[src/rtl/point_sequencer.sv]
// Point sequencer: walks the point buffer once per frame, issuing draw/jump commands
// to a line drawer, holding a refresh floor per frame and parking the beam when idle.
module point_sequencer #(
    parameter logic [23:0] MIN_FRAME_CYCLES = 24'd500000,
    parameter logic [7:0]  JUMP_SETTLE      = 8'd16,
    parameter logic [23:0] PARK_XY          = 24'h800800
) (
    input  logic        clk,
    input  logic        reset,
    input  logic        frame_valid,
    input  logic [10:0] num_points,
    output logic [10:0] rd_addr,
    input  logic [24:0] rd_data,
    input  logic        ready,
    output logic [11:0] x,
    output logic [11:0] y,
    output logic        draw,
    output logic        jump,
    output logic        frame_done,
    output logic        busy
);

    typedef enum logic [2:0] {
        IDLE, START, FETCH, WAIT_DATA, ISSUE, SETTLE, FRAME_END, PARK
    } state_t;

    localparam logic [23:0] FRAME_LAST  = (MIN_FRAME_CYCLES == 24'd0) ? 24'd0 : MIN_FRAME_CYCLES - 24'd1;
    localparam logic [7:0]  SETTLE_LAST = (JUMP_SETTLE == 8'd0) ? 8'd0 : JUMP_SETTLE - 8'd1;

    state_t      state, state_next;
    logic [10:0] npts;
    logic [24:0] point_p1;
    logic [23:0] frame_cnt;
    logic [7:0]  settle_cnt;
    logic [1:0]  since_cmd;
    logic        parked;

    logic cmd_ok, last_point, issue_cmd, park_cmd, done_cmd, advance;

    function automatic logic [23:0] sat_inc24(input logic [23:0] v);
        return (v == 24'hFFFFFF) ? v : v + 24'd1;
    endfunction

    function automatic logic [1:0] sat_inc2(input logic [1:0] v);
        return (v == 2'd3) ? v : v + 2'd1;
    endfunction

    // Two quiet cycles after a visible pulse keep commands 3 cycles apart, even FRAME_END->PARK.
    assign cmd_ok     = ready && (since_cmd >= 2'd2);
    assign last_point = ({1'b0, rd_addr} + 12'd1) == {1'b0, npts};
    assign busy       = (state != IDLE);

    always_ff @(posedge clk or posedge reset) begin
        if (reset) begin
            state <= IDLE;
        end else begin
            state <= state_next;
        end
    end

    always_comb begin
        state_next = state;
        issue_cmd  = 1'b0;
        park_cmd   = 1'b0;
        done_cmd   = 1'b0;
        advance    = 1'b0;
        case (state)
            IDLE: begin
                if (frame_valid) begin
                    state_next = START;
                end else if (!parked) begin
                    state_next = PARK;
                end
            end
            START:     state_next = (num_points == 11'd0) ? FRAME_END : FETCH;
            FETCH:     state_next = WAIT_DATA;
            WAIT_DATA: state_next = ISSUE;
            ISSUE: begin
                if (cmd_ok) begin
                    issue_cmd = 1'b1;
                    if (!point_p1[24] && (JUMP_SETTLE != 8'd0)) begin
                        state_next = SETTLE;
                    end else if (last_point) begin
                        state_next = FRAME_END;
                    end else begin
                        state_next = FETCH;
                        advance    = 1'b1;
                    end
                end
            end
            SETTLE: begin
                if (settle_cnt == SETTLE_LAST) begin
                    if (last_point) begin
                        state_next = FRAME_END;
                    end else begin
                        state_next = FETCH;
                        advance    = 1'b1;
                    end
                end
            end
            FRAME_END: begin
                if (frame_cnt >= FRAME_LAST) begin
                    done_cmd   = 1'b1;
                    state_next = frame_valid ? START : PARK;
                end
            end
            PARK: begin
                if (cmd_ok) begin
                    park_cmd   = 1'b1;
                    state_next = IDLE;
                end
            end
            default: state_next = IDLE;
        endcase
    end

    // Command outputs register one cycle after the decision edge.
    always_ff @(posedge clk or posedge reset) begin
        if (reset) begin
            x          <= 12'd0;
            y          <= 12'd0;
            draw       <= 1'b0;
            jump       <= 1'b0;
            frame_done <= 1'b0;
            rd_addr    <= 11'd0;
            parked     <= 1'b0;
            frame_cnt  <= 24'd0;
            settle_cnt <= 8'd0;
            since_cmd  <= 2'd3;
        end else begin
            draw       <= issue_cmd && point_p1[24];
            jump       <= (issue_cmd && !point_p1[24]) || park_cmd;
            frame_done <= done_cmd;
            if (issue_cmd) begin
                x <= point_p1[23:12];
                y <= point_p1[11:0];
            end else if (park_cmd) begin
                x <= PARK_XY[23:12];
                y <= PARK_XY[11:0];
            end
            since_cmd <= (issue_cmd || park_cmd) ? 2'd0 : sat_inc2(since_cmd);
            if (state == START) begin
                rd_addr <= 11'd0;
            end else if (advance) begin
                rd_addr <= rd_addr + 11'd1;
            end
            if (park_cmd) begin
                parked <= 1'b1;
            end else if (state_next == START) begin
                parked <= 1'b0;
            end
            // Cleared on entry so the START cycle itself is frame cycle 0.
            frame_cnt  <= (state_next == START) ? 24'd0 : sat_inc24(frame_cnt);
            settle_cnt <= (state == SETTLE) ? settle_cnt + 8'd1 : 8'd0;
        end
    end

    always_ff @(posedge clk) begin
        if (state == START) begin
            npts <= num_points;
        end
        if (state == WAIT_DATA) begin
            point_p1 <= rd_data;
        end
    end

endmodule

[config.mk]
export PLATFORM = sky130hd
export DESIGN_NAME = point_sequencer
export DESIGN_NICKNAME = d
export VERILOG_FILES = /design/src/rtl/point_sequencer.sv
export SDC_FILE = /design/constraint.sdc
export NUM_CORES = 1
export LEC_CHECK = 0
export CORE_MARGIN = 3
export CORE_UTILIZATION = 58
export DETAILED_ROUTE_END_ITERATION = 16
export GPL_TIMING_DRIVEN = 0
export PLACE_DENSITY = 0.85
export SYNTH_ARGS = -nofsm -noshare
export SYNTH_HDL_FRONTEND = slang
export SYNTH_SLANG_ARGS = --single-unit
[constraint.sdc]
create_clock -name clk -period 8 [get_ports clk]
set_input_delay 2.4 -clock clk [delete_from_list [all_inputs] [get_ports clk]]
set_output_delay 2.4 -clock clk [all_outputs]
set_load 0.005 [all_outputs]
* Word level (Yosys, flattened, before mapping)
Cells that the tools add are included.
Storage, ports and cells: bits in registers 112, input port bits 40, output and inout bits 39, logic and storage cells 79
Operators by class: add/sub/neg operators 5, order comparisons 2, equality and inequality tests 14, multiplexer cells 33, reductions and logical operators 12
Operators by type and width (number):
- 24-bit 2-to-1 mux | 2
- 12-bit 2-to-1 mux | 3
- 3-bit 2-to-1 mux | 10
- 24-bit by 1-bit adder with 24-bit output (second input constant) | 1
- 24-bit == test (second input constant) | 1
- 24-bit by 19-bit >= comparator with 1-bit output (second input constant) | 1
- 3-bit case mux with 8 select lines | 1
- 11-bit 2-to-1 mux | 2
- 11-bit by 1-bit adder with 12-bit output (second input constant) | 1
- 12-bit by 11-bit == test with 1-bit output | 1
- 3-bit == test (second input constant) | 4
- 11-bit by 1-bit adder with 11-bit output (second input constant) | 1
- 11-bit zero test | 1
- 1-bit 2-to-1 mux | 11
- 8-bit by 1-bit adder with 8-bit output (second input constant) | 1
- 8-bit by 4-bit == test with 1-bit output (second input constant) | 1
- 8-bit 2-to-1 mux | 1
- 3-bit by 1-bit == test with 1-bit output (second input constant) | 2
- 3-bit by 2-bit == test with 1-bit output (second input constant) | 2
- 2-bit nonzero test | 3
- 2-bit 2-to-1 mux | 2
- 2-bit != test (second input constant) | 2
- 1-bit logical AND | 3
- 3-bit zero test | 1
- other kinds (7) | 8

* Longest topological paths before layout
Gate-level depths: netlist (run 1).
depth after elaboration 9, gate-level depth with buffers 12

* Worst setup path after synthesis (run 1)
OpenSTA, ideal clock, no wires.
path kind input-to-reg, from input ready, to register frame_cnt[0], setup time 0.119 ns, arrival time 3.958 ns, data required time 7.881 ns, path slack 3.923 ns, stages on the path 9, path through o21a_1 and3_4 buf_6 and2_4 o21bai_1 o21bai_4 nor4_4 buf_6 nor2_1
Between the ends: longest elaborated chain between the ends 5, elaborated cells between the ends (all ways) 7, those cells by class eq/ne (2); mux (4); reduce/logical (1)
Ends and longest elaborated chain:
- start: declaration | line 14 | input logic ready,
- 1-bit logical AND * | line 49 | assign cmd_ok = ready && (since_cmd >= 2'd2);
- 3-bit 2-to-1 mux (on tied branches) | line 108, 79
- 3-bit case mux with 8 select lines * | line 67 | case (state)
- 3-bit by 1-bit == test with 1-bit output * | line 153 | frame_cnt <= (state_next == START) ? 24'd0 : sat_inc24(frame_cnt);
- 2-bit != test (no line) / 24-bit 2-to-1 mux (equally long branches)
- end signal: assignment | line 153
- end: declaration | line 33 | logic [23:0] frame_cnt;
Mark *: on every way between the ends. The rest lies on a longest branch, timed or not. A chain may end at the register's enable or synchronous reset.

* Worst setup path after layout (run 1)
from input ready, to register frame_cnt[13]
The elaborated chain is that of the path after synthesis.

==> flow_summary.json, run 1 <==
{
  "synth_simple_gate_area_share_pct": 18.11,
  "status": "complete, no violations",
  "numCtsBuffers": 9,
  "grt_pass1_wl_um": 18320,
  "ys.flop_type": "dfrtp_1",
  "synthTopCellsByCount": "dfrtp_1 (74), nor2_1 (38), edfxtp_1 (36)",
  "post_cts_buffers": 0,
  "slowest_delay_ns": 0.48,
  "cp_top_family": "simple AND/OR/NAND/NOR gates",
  "synth-seq-cells": 112,
  "synth-edff-count": 36,
  "fmax_mhz": 226.2,
  "slowest_stage": "nor4_4",
  "use_met2_pct": 39.30,
  "clockPowerShare_pct": 19.6,
  "ir_worst_vdd_v": 0.0002349,
  "coreArea_um2": 8423,
  "crit_path_end_kind": "flip-flop",
  "synthTopCellsByArea": "dfrtp_1 (36%), edfxtp_1 (21%), xnor2_1 (4.1%), a22o_1 (3.7%), nor2_1 (2.8%)",
  "yosysTopAreaCell": "dfrtp_1",
  "clock_sinks": 112,
  "yosysWarnings": 0,
  "ys_types": 72,
  "synthXorXnorAreaFrac_pct": 6.270,
  "cts-root-buf": "clkbuf_8",
  "share_comb_of_total_power_pct": 34.5,
  "port_buffers": 78,
  "path_class": "in -> reg",
  "avgSynthCellArea_um2": 11.77,
  "finalWeightedCongestion": 0.9243,
  "cts_buffer_depth": 2,
  "drtAntennaViolNets": 0,
  "synth_cells": 439,
  "synthArstFlopShare_pct": 67.86,
  "path_cells": "clkdlybuf4s50_1 > o21a_1 > and3_4 > buf_6 > and2_4 > o21bai_1 > o21bai_4 > nor4_4 > buf_6 > nor2_1",
  "htreeDepth": 3,
  "fin_crit_sh_pct": 55.27,
  "io_pins": 79,
  "power_switching_uw": 636.8,
  "vias_per_cell": 5.908,
  "synth_area_um2": 5169,
  "path_clk_slew_ns": 0.11,
  "pwr-share-seq_pct": 45.9,
  "critPathArrivalTime_ns": 4.68,
  "power_density_nw_per_um2": 289.9,
  "fin_cells": 640,
  "synth-compound-area-share_pct": 12.78,
  "synth_top_family_by_area": "simple AND/OR/NAND/NOR gates",
  "min-delay-start": "point_p1[9]",
  "grtUsageTotal_pct": 22.67,
  "cts_tree": "yes",
  "dieWidth_um": 100.4,
  "finalWirelength_um": 10860,
  "rows": 33,
  "nets": 575,
  "finalHoldViolCount": 0,
  "diodes": 0,
  "drt_iter0_drc": 215,
  "syn_to_final_growth_pct": 22.68,
  "p_int_uw": 1202,
  "yosysTopAreaCellShare_pct": 35.83,
  "use_met3_pct": 5.629,
  "swShare_pct": 34.64,
  "dp_hpwl_um": 7747,
  "hold_buffers": 0,
  "synth.area.mux_share_pct": 0.5810,
  "drc": 0,
  "ys_seq_area_share_pct": 57.76,
  "yosys.area_share.adder_pct": 1.210,
  "max_slew.worst_pin.slew_ns": 0.7291,
  "required_ns": 8.26,
  "cp_common_cell": "buf_6",
  "busiest_layer": "met2",
  "p_leak_uw": 0.002467,
  "dieArea_um2": 10080,
  "antenna_found_initial": 0,
  "post-route-min-period_ns": 4.422,
  "startpoint": "ready",
  "firstDrtPassIters": 5,
  "grt_pass1_vias": 3859,
  "grt_max_degree": 44,
  "place_inst": 624,
  "syn-num-nets": 484,
  "drive_gt1_share_pct": 13.27,
  "cap_violations": 0,
  "cts-resized-gates": 0,
  "vias": 3781,
  "slew_viol_final": 0,
  "tns_ns": 0,
  "start_util_pct": 61.36,
  "worst-path-buf-inv": 3,
  "reg2reg_from": "since_cmd[0]",
  "fp.dieH_um": 100.4,
  "wl_per_cell_um": 16.97,
  "synth.most_common_cell": "dfrtp_1",
  "finalSetupViolations": 0,
  "overflow": 0,
  "p_total_uw": 1839,
  "use_met1_pct": 28.29,
  "fin_skew_ns": 0.01096,
  "clkLatencyLatePin_ns": 0.37,
  "rsz0062_at_grt": "false",
  "maxSlewHeadroom_pct": 51.34,
  "hold_path_class": "reg -> reg",
  "cp_max_fo": 10,
  "start_kind": "primary input"
}
final timing paths:
check / to / slack (ns) / cells past startpoint
max: frame_cnt[13] / 3.58 / 10
min: y[9] / 0.46 / 1
max reg2reg: frame_cnt[13] / 5.13 / 11
min reg2reg: y[9] / 0.46 / 1
max in group asynchronous: since_cmd[1] / 5.00 / 3
min in group asynchronous: rd_addr[4] / 2.39 / 2
cell families after synthesis:
logic type,after synthesis
buf+inv,31
compound gates,87
fa+ha+maj,5
xor+xnor,37
mux,3
flops,112
simple gates,164
worst reg2reg max path, cell delays in order, from the launching register on:
cell and delay [ns]:
dfstp_2 0.57, inv_1 0.05, ha_1 0.20, o21a_1 0.27, and3_4 0.20, buf_6 0.12, and2_4 0.15, o21bai_1 0.20
o21bai_4 0.22, nor4_4 0.48, buf_6 0.24, nor2_1 0.07
metrics by stage:
| step | setup slack (ns) | instance area (um^2) | hold WS, ns | utilization, % |
|---|---|---|---|---|
| floorplan | 3.665 | 5169 | 0.4329 | - |
| global placement | 2.426 | 6081 | 0.4405 | 72.19 |
| detailed placement | 3.208 | 6121 | 0.4460 | 72.67 |
| CTS | 3.581 | 6341 | 0.4659 | 75.28 |
| global route | 3.476 | 6341 | 0.4704 | 75.28 |
| finish | 3.578 | 6341 | 0.4631 | 75.28 |
layout by cell type (no fill, tap or decap), types with 10 or more instances in the layout:
cell / netlist / layout
nand2_1: 18 / 18
clkdlybuf4s50_1: 0 / 78
a22o_1: 22 / 22
nor3_1: 10 / 10
xor2_1: 13 / 13
nor2_1: 38 / 37
nand3_1: 23 / 23
edfxtp_1: 36 / 36
nor2_2: 18 / 19
xnor2_1: 24 / 24
dfrtp_1: 74 / 74
a21oi_1: 12 / 12
per-layer routing:
| metal | part of all wire, % | wire (um) | up-vias |
|---|---|---|---|
| met5 | 0 | 0 | - |
| met4 | 1.4 | 149 | 0 |
| met3 | 5.9 | 642 | 17 |
| met1 | 42 | 4539 | 1856 |
| met2 | 51 | 5531 | 124 |
| li1 | - | - | 1784 |
area by class of cell:
| class | instances | area [um^2] |
|---|---|---|
| inverter | 12 | 47.55 |
| timing repair buffer | 80 | 815.8 |
| buffer | 19 | 125.1 |
| sequential | 112 | 2985 |
| tap | 105 | 131.4 |
| clock inverter | 7 | 96.34 |
| fill | 581 | 2082 |
| multi-input combinational | 296 | 2016 |
| clock buffer | 9 | 123.9 |
power groups by stage:
stage	Sequential (uW)	Combinational (uW)	Clock [uW]
after detailed placement	850	634	0
final	844	634	361
after global placement	847	599	0
after floorplan	835	405	0
after CTS	843	640	369
after global routing	861	698	395
state kept, by name (all words and copies together) (netlist names):
signal	count
point_p1	25
frame_cnt	24
x	12
y	12
npts	11
rd_addr	11
settle_cnt	8
state	3
since_cmd	2
draw	1
frame_done	1
jump	1
parked	1
(Power assumes the default switching activity.)
==> run 2, diff against run 1 <==
CORE_UTILIZATION = 54   (was 58)
PLACE_DENSITY = 0.8   (was 0.85)
clock period = 4.1 ns   (was 8 ns; I/O delays follow)
==> run 2 against run 1 <==
Die area increased by 7.0%. Clock skew decreased by 0.0010 ns. Critical path depth unchanged. Global-route usage decreased by 2.1 points. First-iteration DRC count increased by 7.9%. Critical endpoint is now frame_cnt[0]. Largest power group unchanged. Highest routed layer unchanged.
==> flow_summary.json, run 2 (same netlist as run 1, synthesis figures left out) <==
{
  "port_buffers": 78,
  "largest_reg_flops": 25,
  "dp_hpwl_um": 7567,
  "grt_pass1_wl_um": 18190,
  "cts-resized-gates": 0,
  "fin_cells": 664,
  "holdWs_ns": 0.4671,
  "grt_pass1_vias": 3864,
  "slowest_delay_ns": 0.46,
  "slew_viol_final": 0,
  "start_kind": "primary input",
  "required_ns": 4.37,
  "maxSlewHeadroom_pct": 50.23,
  "max_slew.worst_pin.slew_ns": 0.7458,
  "nets": 575,
  "fp.dieH_um": 103.8,
  "cp_max_fo": 10,
  "firstDrtPassIters": 4,
  "numCtsBuffers": 9,
  "cap_violations": 0,
  "fin_util_pct": 68.52,
  "top_regs": "point_p1: 25 flops, frame_cnt: 24 flops",
  "final_cell_mix": "clkdlybuf4s50_1 (78), dfrtp_1 (74), nor2_1 (37)",
  "layout_commonest_cell": "clkdlybuf4s50_1",
  "hold_buffers": 0,
  "cts-root-buf": "clkbuf_8",
  "status": "complete, no violations",
  "power_density_nw_per_um2": 555.4,
  "post_cts_buffers": 0,
  "finalHoldViolCount": 0,
  "p_leak_uw": 0.002464,
  "drt_iter0_drc": 232,
  "vias": 3728,
  "path_clk_slew_ns": 0.11,
  "p_total_uw": 3533,
  "drtAntennaViolNets": 0,
  "antenna_found_initial": 0,
  "grtUsageTotal_pct": 20.60,
  "crit_path_end_kind": "flip-flop",
  "grt_max_degree": 40,
  "syn_to_final_growth_pct": 23.07,
  "finalWirelength_um": 10620,
  "io_pins": 79,
  "ir_worst_vdd_v": 0.0003438,
  "rsz0062_at_grt": "false",
  "coreArea_um2": 9284,
  "drc": 0,
  "rows": 35,
  "post-route-min-period_ns": 3.235,
  "place_inst": 648,
  "wl_per_cell_um": 15.99,
  "clock_sinks": 112,
  "worst-path-buf-inv": 3,
  "dieWidth_um": 103.8,
  "dieArea_um2": 10780,
  "path_class": "in -> reg",
  "vias_per_cell": 5.614,
  "fin_crit_sh_pct": 78.91,
  "drive_gt1_share_pct": 13.27,
  "finalWeightedCongestion": 0.8006,
  "cts_buffer_depth": 2,
  "clkLatencyLatePin_ns": 0.38,
  "path_cells": "clkdlybuf4s50_1 > o21a_1 > and3_4 > buf_6 > and2_4 > o21bai_1 > o21bai_4 > nor4_4 > buf_6 > nor2_1",
  "cp_common_cell": "buf_6",
  "start_util_pct": 55.67,
  "hold_path_class": "reg -> reg",
  "slowest_stage": "nor4_4",
  "cp_top_family": "simple AND/OR/NAND/NOR gates",
  "htreeDepth": 3,
  "fin_skew_ns": 0.009962,
  "overflow": 0,
  "critPathArrivalTime_ns": 3.51,
  "diodes": 0,
  "cts_tree": "yes",
  "fmax_mhz": 309.1,
  "regMostFlops": "point_p1",
  "finalSetupViolations": 0
}
[run 2: worst paths after layout]
check | startpoint | endpoint | slack (ns) | cells past startpoint
setup / recovery | ready | frame_cnt[0] | 0.86 | 10
hold / removal | point_p1[8] | y[8] | 0.47 | 1
setup reg to reg | since_cmd[0] | frame_cnt[0] | 1.25 | 11
hold reg to reg | point_p1[8] | y[8] | 0.47 | 1
max in group asynchronous | reset | y[3] | 2.32 | 3
min in group asynchronous | reset | rd_addr[1] | 1.22 | 2
[run 2: layout make-up]
cell class / count / area, um^2
Buffer: 19 / 125.1
Tap cell: 129 / 161.4
Sequential cell: 112 / 2985
Inverter: 12 / 47.55
Multi-Input combinational cell: 296 / 2016
Clock buffer: 9 / 123.9
Timing Repair Buffer: 80 / 815.8
Fill cell: 715 / 2923
Clock inverter: 7 / 86.33
[run 2: layer usage]
| metal | up-vias | routed length [um] | global-route usage (%) | share of wire [%] |
|---|---|---|---|---|
| met3 | 10 | 667 | 5.670 | 6.3 |
| met4 | 0 | 106 | 6.553 | 1.0 |
| met5 | - | 0 | 0 | 0 |
| li1 | 1785 | - | - | - |
| met1 | 1828 | 4545 | 25.89 | 43 |
| met2 | 105 | 5299 | 34.73 | 50 |
[run 2: metrics by stage]
step	area, um^2	TNS [ns]	worst slack [ns]
6_report	6361	0	0.8648
5_1_grt	6361	0	0.7034
4_1_cts	6361	0	0.8537
3_5_place_dp	6151	0	0.4669
3_3_place_gp	6111	-22.83	-0.3121
2_1_floorplan	5169	0	0.9350
[run 2: where the power goes]
group	leakage (uW)	total, uW	switching [uW]	internal [uW]
registers	0.00134	1650	193	1450
logic	0.00102	1230	638	588
clock network	0.000105	661	415	246
total	0.00246	3530	1250	2290
==> run 3, diff against run 2 <==
clock period = 3.15 ns   (was 4.1 ns; I/O delays follow)
==> results of run 3 <==
The final DEF is identical to that of run 2. Status: complete, no violations.
Among the figures that moved: setup slack after placement 0.4669 ns -> -0.1981 ns; setup slack after layout 0.8648 ns -> 0.1998 ns; register-to-register setup slack 1.25 ns -> 0.30 ns; total power 3533 uW -> 4599 uW; worst IR drop on VDD 0.0003438 V -> 0.0004475 V
